## src/rtl/alu_pkg.sv

```systemverilog
// Shared opcode encodings and FSM state type for the multi-cycle ALU.
package alu_pkg;

    localparam logic [2:0] OC_ADD = 3'b000;
    localparam logic [2:0] OC_SUB = 3'b001;
    localparam logic [2:0] OC_MUL = 3'b010;
    localparam logic [2:0] OC_DIV = 3'b011;
    localparam logic [2:0] OC_NOT = 3'b100;
    localparam logic [2:0] OC_XOR = 3'b101;
    localparam logic [2:0] OC_OR  = 3'b110;
    localparam logic [2:0] OC_AND = 3'b111;

    typedef enum logic [1:0] {
        ST_IDLE = 2'd0,
        ST_MUL  = 2'd1,
        ST_DIV  = 2'd2
    } state_t;

endpackage

```

## src/rtl/div_step.sv

```systemverilog
// One restoring-division iteration: shift in the next dividend bit, then
// subtract the divisor when that does not borrow.
module div_step #(
    parameter int WIDTH = 16
) (
    input  logic [WIDTH-1:0] rem_i,
    input  logic             bit_i,
    input  logic [WIDTH-1:0] divisor_i,
    output logic [WIDTH-1:0] rem_o,
    output logic             q_o
);

    logic [WIDTH:0] shifted;

    // rem_i < divisor_i always holds, so the restored remainder fits in WIDTH bits
    // and a modulo-WIDTH subtraction is exact.
    always_comb begin
        shifted = {rem_i, bit_i};
        q_o     = (shifted >= {1'b0, divisor_i});
        rem_o   = q_o ? (shifted[WIDTH-1:0] - divisor_i) : shifted[WIDTH-1:0];
    end

endmodule

```

## src/rtl/alu_mc.sv

```systemverilog
// Multi-cycle ALU: single-cycle logic/add/sub, iterative shift-add multiply
// and restoring divide, with a start/ready/done handshake.
module alu_mc
    import alu_pkg::*;
#(
    parameter int DATA_WIDTH = 16
) (
    input  logic                  clk,
    input  logic                  rst_n,
    input  logic                  start,
    input  logic [2:0]            oc,
    input  logic [DATA_WIDTH-1:0] a,
    input  logic [DATA_WIDTH-1:0] b,
    output logic                  ready,
    output logic                  done,
    output logic [DATA_WIDTH-1:0] f,
    output logic [DATA_WIDTH-1:0] f_hi,
    output logic                  flag_z,
    output logic                  flag_c,
    output logic                  flag_dz
);

    localparam int W         = DATA_WIDTH;
    localparam int CNT_WIDTH = $clog2(DATA_WIDTH) + 1;

    state_t               state_q, state_d;
    logic [CNT_WIDTH-1:0] cnt_q, cnt_d;
    logic [W-1:0]         mcand_q, mcand_d;
    logic [2*W-1:0]       prod_q, prod_d;
    logic [W-1:0]         divisor_q, divisor_d;
    logic [W-1:0]         quo_q, quo_d;
    logic [W-1:0]         rem_q, rem_d;
    logic [W-1:0]         f_q, f_d, fhi_q, fhi_d;
    logic                 z_q, z_d, c_q, c_d, dz_q, dz_d, done_q, done_d;

    logic [W:0]           add_w;
    logic [W:0]           mul_sum;
    logic [W-1:0]         step_rem;
    logic                 step_q;

    assign add_w = {1'b0, a} + {1'b0, b};

    // Product register: upper half accumulates, lower half holds the
    // not-yet-consumed multiplier bits and fills with product LSBs.
    assign mul_sum = {1'b0, prod_q[2*W-1:W]} + (prod_q[0] ? {1'b0, mcand_q} : {(W+1){1'b0}});

    div_step #(.WIDTH(W)) u_div_step (
        .rem_i     (rem_q),
        .bit_i     (quo_q[W-1]),
        .divisor_i (divisor_q),
        .rem_o     (step_rem),
        .q_o       (step_q)
    );

    always_comb begin
        state_d   = state_q;
        cnt_d     = cnt_q;
        mcand_d   = mcand_q;
        prod_d    = prod_q;
        divisor_d = divisor_q;
        quo_d     = quo_q;
        rem_d     = rem_q;
        f_d       = f_q;
        fhi_d     = fhi_q;
        c_d       = c_q;
        dz_d      = dz_q;
        done_d    = 1'b0;

        case (state_q)
            ST_IDLE: begin
                if (start) begin
                    if (oc == OC_MUL) begin
                        mcand_d = a;
                        prod_d  = {{W{1'b0}}, b};
                        cnt_d   = CNT_WIDTH'(W);
                        state_d = ST_MUL;
                    end else if (oc == OC_DIV && b != '0) begin
                        divisor_d = b;
                        quo_d     = a;
                        rem_d     = '0;
                        cnt_d     = CNT_WIDTH'(W);
                        state_d   = ST_DIV;
                    end else begin
                        done_d = 1'b1;
                        fhi_d  = '0;
                        c_d    = 1'b0;
                        dz_d   = 1'b0;
                        case (oc)
                            OC_ADD: begin
                                f_d = add_w[W-1:0];
                                c_d = add_w[W];
                            end
                            OC_SUB: begin
                                f_d = a - b;
                                c_d = (a < b);
                            end
                            OC_DIV: begin
                                f_d   = '1;
                                fhi_d = a;
                                dz_d  = 1'b1;
                            end
                            OC_NOT:  f_d = ~a;
                            OC_XOR:  f_d = a ^ b;
                            OC_OR:   f_d = a | b;
                            default: f_d = a & b;
                        endcase
                    end
                end
            end
            ST_MUL: begin
                prod_d = {mul_sum, prod_q[W-1:1]};
                cnt_d  = cnt_q - 1'b1;
                if (cnt_q == CNT_WIDTH'(1)) begin
                    f_d     = prod_d[W-1:0];
                    fhi_d   = prod_d[2*W-1:W];
                    c_d     = 1'b0;
                    dz_d    = 1'b0;
                    done_d  = 1'b1;
                    state_d = ST_IDLE;
                end
            end
            ST_DIV: begin
                rem_d = step_rem;
                quo_d = {quo_q[W-2:0], step_q};
                cnt_d = cnt_q - 1'b1;
                if (cnt_q == CNT_WIDTH'(1)) begin
                    f_d     = quo_d;
                    fhi_d   = rem_d;
                    c_d     = 1'b0;
                    dz_d    = 1'b0;
                    done_d  = 1'b1;
                    state_d = ST_IDLE;
                end
            end
            default: state_d = ST_IDLE;
        endcase

        z_d = done_d ? (f_d == '0) : z_q;
    end

    always_ff @(posedge clk or negedge rst_n) begin
        if (!rst_n) begin
            state_q   <= ST_IDLE;
            cnt_q     <= '0;
            mcand_q   <= '0;
            prod_q    <= '0;
            divisor_q <= '0;
            quo_q     <= '0;
            rem_q     <= '0;
            f_q       <= '0;
            fhi_q     <= '0;
            z_q       <= 1'b0;
            c_q       <= 1'b0;
            dz_q      <= 1'b0;
            done_q    <= 1'b0;
        end else begin
            state_q   <= state_d;
            cnt_q     <= cnt_d;
            mcand_q   <= mcand_d;
            prod_q    <= prod_d;
            divisor_q <= divisor_d;
            quo_q     <= quo_d;
            rem_q     <= rem_d;
            f_q       <= f_d;
            fhi_q     <= fhi_d;
            z_q       <= z_d;
            c_q       <= c_d;
            dz_q      <= dz_d;
            done_q    <= done_d;
        end
    end

    assign ready   = (state_q == ST_IDLE);
    assign done    = done_q;
    assign f       = f_q;
    assign f_hi    = fhi_q;
    assign flag_z  = z_q;
    assign flag_c  = c_q;
    assign flag_dz = dz_q;

endmodule

```

## config.mk

```make
export PLATFORM = sky130hd
export DESIGN_NAME = alu_mc
export DESIGN_NICKNAME = d
export VERILOG_FILES = /design/src/rtl/alu_pkg.sv /design/src/rtl/div_step.sv /design/src/rtl/alu_mc.sv
export SDC_FILE = /design/constraint.sdc
export NUM_CORES = 1
export LEC_CHECK = 0
export ABC_AREA = 1
export ABC_CLOCK_PERIOD_IN_PS = 5300
export CAP_MARGIN = 20
export CORE_MARGIN = 2
export CORE_UTILIZATION = 51
export DETAILED_ROUTE_END_ITERATION = 8
export DONT_BUFFER_PORTS = 1
export PLACE_DENSITY = 0.66
export SETUP_SLACK_MARGIN = 0.15
export SYNTH_ARGS = -nofsm -noshare
export SYNTH_HDL_FRONTEND = slang
export SYNTH_SLANG_ARGS = --single-unit
```

## constraint.sdc

```tcl
create_clock -name clk -period 5.3 [get_ports clk]
set_input_delay 1.06 -clock clk [delete_from_list [all_inputs] [get_ports clk]]
set_output_delay 1.06 -clock clk [all_outputs]
set_load 0.02 [all_outputs]
```

* After elaboration in Yosys (flattened, before gate mapping)
Cells that the tools add are included.
** Word-level totals
- Register bits :: 139
- Bits of input ports :: 38
- Output and inout bits :: 37
** Cells by class
- Add/sub/neg operators :: 5
- Magnitude comparators :: 2
- Equality and inequality tests :: 18
- Mux-type cells :: 52
- Bitwise logic cells :: 5
- Reduce and logical (&&, ||, !) cells :: 18
** Operators with widths (number)
- $mux 16 :: 19
- $pmux 16 s3 :: 2
- $pmux 16 s6 :: 1
- $mux 32 :: 2
- $pmux 16 s2 :: 2
- $pmux 32 s2 :: 1
- $add 16x16->17 :: 2
- $sub 16x16->16 :: 2
- $ge 17x16->1 :: 1
- $and 16x16->16 :: 1
- $logic_not 16->1 :: 1
- $lt 16x16->1 :: 1
- $not 16->16 :: 1
- $or 16x16->16 :: 1
- $reduce_bool 16->1 :: 1
- $xor 16x16->16 :: 1
- $mux 5 :: 3
- $mux 1 :: 12
- $reduce_and 3->1 :: 4
- $ne 2x2->1 const B :: 5
- $pmux 5 s2 :: 1
- $eq 3x3->1 const B :: 3
- $mux 2 :: 4
- $pmux 1 s2 :: 4
- other kinds (19) :: 25

* Depth between registers and ports, before layout
- Word-level depth :: 7
- Gate-level depth with buffers :: 21
- Mapped depth without buffers :: 20

* By module
Synthesis repeated with hierarchy kept, for this count alone.
** Unflattened totals
- Cells, all modules :: 1807
- Area total of the unflattened synthesis :: 11766.3 µm²
** By module, submodules not included
- alu_mc :: instances 1, cells an instance 1524, area each 10347.4 µm²
- div_step :: instances 1, cells an instance 283, area each 1418.9 µm²

* Worst setup path before layout
OpenSTA, ideal clock, no wires.
- Path kind :: input port to flip-flop
- From :: input port a[0]
- To :: register z_q, in the netlist flag_z
- Arrival time :: 2710 ps
- Path slack :: 2525 ps
- Cell stages on the path :: 18
- Path buffers :: 0
- Cell sequence :: ha_1 -> inv_1 -> fa_1 -> inv_1 -> nand3_1 -> nand3_1 -> nand3_1 -> nand3_1 -> nand2_1 -> nand3_1 -> nand3_1 -> nand2_1 -> nand2_1 -> nand2_1 -> nand2_1 -> nor2_1 -> nand4_1 -> nand2_1
** Between the ends
- Longest elaborated chain between the ends :: 7
- Elaborated cells between the ends (all ways) :: 12
** Ends and longest elaborated chain
- start: declaration :: RTL line alu_mc.sv:12 : input logic [DATA_WIDTH-1:0] a,
- $sub 16x16->16, or another cell as far along :: RTL line alu_mc.sv:94 : f_d = a - b;
- $pmux 16 s6 * :: RTL line alu_mc.sv:88 : case (oc)
- $mux 16 * :: RTL line alu_mc.sv:77 : end else if (oc == OC_DIV && b != '0) begin
- $mux 16 * :: RTL line alu_mc.sv:72 : if (oc == OC_MUL) begin
- $mux 16 * :: RTL line alu_mc.sv:71 : if (start) begin
- $pmux 16 s3 * :: RTL line alu_mc.sv:69 : case (state_q)
- $logic_not 16->1 * :: RTL line alu_mc.sv:138 : z_d = done_d ? (f_d == '0) : z_q;
- end signal: assignment :: RTL line alu_mc.sv:166 : z_q <= z_d;
- end: declaration :: RTL line alu_mc.sv:34 : logic z_q, z_d, c_q, c_d, dz_q, dz_d, done_q, done_d;
Every way passes the cells marked *; elsewhere a longest branch is shown, timed or not.
A chain may end at the register's enable or synchronous reset.

* Worst setup path after layout
- From :: register state_q[0]
- To :: register fhi_q[11], in the netlist f_hi[11]
** Between the ends
- Longest elaborated chain between the ends :: 3
- Elaborated cells between the ends (all ways) :: 11
** Ends and longest elaborated chain
- start: declaration :: RTL line alu_mc.sv:26 : state_t state_q, state_d;
- start signal: assignment :: RTL line alu_mc.sv:157 : state_q <= state_d;
- $eq 2x1->1, or another cell as far along :: RTL line alu_mc.sv:69
- $ne 2x2->1 (no source line) or $reduce_bool 3->1 (tied branches)
- $reduce_and 6->1 (no source line)
- end signal: assignment :: RTL line alu_mc.sv:165 : fhi_q <= fhi_d;
- end: declaration :: RTL line alu_mc.sv:33 : logic [W-1:0] f_q, f_d, fhi_q, fhi_d;
Parallel ways exist; a longest one is shown, timed or not.

==> impl_results.md <==
- Status: completed
- Syn Area/Cell: approximately 6.7 um^2
- Highest Clock Rate: ~0.3 GHz
- Portion of total power attributed to combinational logic: 0.514
- Data required time at the worst endpoint: 5.65 ns
- Number of hold violations in the final report: 0
- Final routed wirelength across all metal layers: roughly 38000 um
- H-tree depth reported by CTS: 4
- Portion of total power attributed to the clock network: 0.190
- Largest buffer count on any clock path: 2
- Leak Pwr: 6.51 nW
- Initial Util: 0.521
- Area growth from synthesis to final layout: 6.14%
- Die Y-Extent: 154 um
- Post-cts resize count: 0
- Worst setup EP type: register
- Setup Skew: between 0.015 and 0.02 ns
- Commonest register cell after synthesis: sky130_fd_sc_hd__dfrtp_1
- Core Region: 21900 um^2
- TritonCTS clock tree: yes
- Post-synthesis instance area: 11400 um^2
- Switching pwr: 0.00322 W
- Worst flop-to-flop path startpoint: state_q[0]
- Max-slew violation count: 0
- Antenna fix cells: 0
- Reg2reg setup slack: 1.97 ns
- Power density over the cells: 546 nW/um^2
- Filler Cells Inserted: roughly 2200
- Clock latency at the later pin of the worst-skew pair: 0.43 ns
- Post-synth top cells: sky130_fd_sc_hd__nand2_1, sky130_fd_sc_hd__inv_1, sky130_fd_sc_hd__dfrtp_1
- Number of distinct library cell variants in the gate-level netlist after synthesis: between 40 and 50
- Most numerous cell in the Yosys netlist: sky130_fd_sc_hd__nand2_1
- First-pass GRT wire length: 60500 um
- Die Footprint: 23600 um^2
- Most area-consuming cells after synthesis: sky130_fd_sc_hd__dfrtp_1, sky130_fd_sc_hd__nand2_1, sky130_fd_sc_hd__ha_1, sky130_fd_sc_hd__inv_1, sky130_fd_sc_hd__o21ai_0
- Post-CTS Hold Buffers: 0
- Worst flop-to-flop path endpoint: f_hi[11]
- Gp weighted congestion: 1.01
- Largest fanout on the critical path: 30
- I/O pin total: 75
- Peak ir drop on the vdd network: between 0.3 and 0.4 mV
- Startpoint types: register
- Worst Path Arrival: roughly 3.7 ns
- DR pass1 iterations: 6
- Overall power of the completed layout: between 0.006 and 0.007 W
- Post-synth net total: about 1800
- RSZ-0062 raised after global routing: false
- Number of nets with antenna violations after detailed routing: 0
- Antenna violations before repair: 0
- DRC viols: 0
- IO Port Bufs: 0
- Fraction of final layout cells with drive strength greater than 1: 0.0485
- Final standard cell area without fillers: roughly 12000 um^2
- Worst slew margin relative to its limit: 0.370
- Placed wire-length estimate: between 20000 and 30000 um
- GR Overflow Total: 0
- Via count of the first global-routing pass: 10800
- Setup TNS: 0 ns
- CTS Sinks: around 140
- Cell taking the most area after synthesis: sky130_fd_sc_hd__dfrtp_1
- Site row count: 54
- Post-synth top area share: 0.305
- Number of enable flip-flop cells after synthesis: 0
- Total of max-cap violations: 0
- Net count reported at finish: 1810
- Hold_ws: 0.338 ns
- Cell area after placement: around 12000 um^2
- Switching power share of the total: 0.486
- Syn. warnings: 0
- Via count: about 11000
- Internal power: 0.00340 W
- Post-CTS setup repair buffer count: 0
- Class of the tightest hold or removal check: primary input to asynchronous set/reset pin
- Fraction of power consumed by sequential logic: 0.295
- Largest net degree at the start of global routing: 140
- Number of cells traversed by the worst register-to-register path: 9
- Class of the most critical setup path: register to register
- TritonCTS Buffers: 17
- Number of register bits inferred by synthesis: 139
- Average wire per cell in the routed design: 19.5 um
- Clock slew seen by the registers of the worst setup and hold paths: 0.06 ns
- Total Routing Usage GR: 0.330
- Proportion of synthesized chip area in sequential cells: 0.305
- Worst-margin pin slew: 0.946 ns
- Asr flop ratio synth: 1.00
- Vias/cell: 5.73
- Width of the chip: 154 um
- Root buffer cell: sky130_fd_sc_hd__clkbuf_16
- Iteration-0 DRC count of the detailed router: 1102
- Setup-violating endpoint count in the final report: 0
- Post-synthesis instance total: 1712
- Final period utilization: 0.628
- Crit path time final: about 3.3 ns
routing by layer:
metal / wire (um) / global-route usage
met1: 16800 / 0.444
met2: 17500 / 0.536
met3: 2390 / 0.0420
met4: 1720 / 0.141
met5: 0 / 0
registers in the layout (all words and copies together) (netlist names):
| signal | flops |
|---|---|
| rem_q | 16 |
| flag_z | 1 |
| prod_q | 32 |
| flag_c | 1 |
| f | 16 |
| divisor_q | 16 |
| done | 1 |
| state_q | 2 |
| flag_dz | 1 |
| cnt_q | 5 |
| f_hi | 16 |
| quo_q | 16 |
| mcand_q | 16 |
per-stage QoR:
step           cells  setup WS (ns)   util
4_1_cts         1971           2.01  0.553
5_1_grt         1971           1.71  0.553
2_1_floorplan   1712           2.53      -
3_5_place_dp    1939           1.83  0.526
3_3_place_gp    1939           1.87  0.526
6_report        1971           1.97  0.553
kinds of logic after synthesis:
family / after synthesis / synth area share
XOR/XNOR: 14 / 0.0107
adder cells (fa/ha/maj): 94 / 0.106
buffers and inverters: 313 / 0.111
AND/OR/NAND/NOR: 807 / 0.294
flip-flops: 139 / 0.305
AO/OA/AOI/OAI: 345 / 0.174
final cells by class:
type                            instances  area, um^2  share of cell area
Sequential cell                       139        3480               0.287
Clock inverter                         12         161              0.0133
Timing Repair Buffer                    8        60.1             0.00496
Clock buffer                           20         447              0.0369
Inverter                              252         946              0.0781
Tap cell                              280         350              0.0289
Multi-Input combinational cell       1260        6670               0.551
layout by cell type (no fill, tap or decap), drive strengths merged, types with 13 or more instances in the layout:
master  instances
o21ai         134
dfrtp         139
nor2          123
nand3         114
clkbuf         20
a21oi          98
o22ai          13
nand4          21
ha             90
nand2         532
a211oi         22
a31oi          31
inv           256
worst max path at each step:
| stage | slack [ns] | from | cells after the start | end |
|---|---|---|---|---|
| 3_5_place_dp | 1.83 | b[3] | 12 | quo_q[11] |
| 6_report | 1.97 | state_q[0] | 9 | f_hi[11] |
| 4_1_cts | 2.01 | state_q[0] | 9 | f_hi[11] |
| 5_1_grt | 1.71 | state_q[0] | 9 | f_hi[11] |
| 2_1_floorplan | 2.53 | a[0] | 18 | flag_z |
| 3_3_place_gp | 1.87 | b[4] | 12 | quo_q[8] |
power by group through the flow:
stage	combinational [W]	clock (W)	sequential, W
detailed placement	0.00334	0	0.00196
finish	0.00340	0.00126	0.00195
global route	0.00387	0.00131	0.00201
global placement	0.00330	0	0.00195
CTS	0.00336	0.00126	0.00195
floorplan	0.00262	0	0.00185
critical path, cell delays in order (launching register included):
cell and delay, ns:
sky130_fd_sc_hd__dfrtp_1 0.42, sky130_fd_sc_hd__inv_1 0.10, sky130_fd_sc_hd__ha_1 0.15, sky130_fd_sc_hd__buf_4 0.34, sky130_fd_sc_hd__inv_1 0.46, sky130_fd_sc_hd__a21oi_2 0.87
sky130_fd_sc_hd__nor2_4 0.20, sky130_fd_sc_hd__inv_2 0.40, sky130_fd_sc_hd__a21oi_1 0.12, sky130_fd_sc_hd__a2bb2oi_1 0.17
(Power assumes the default switching activity.)
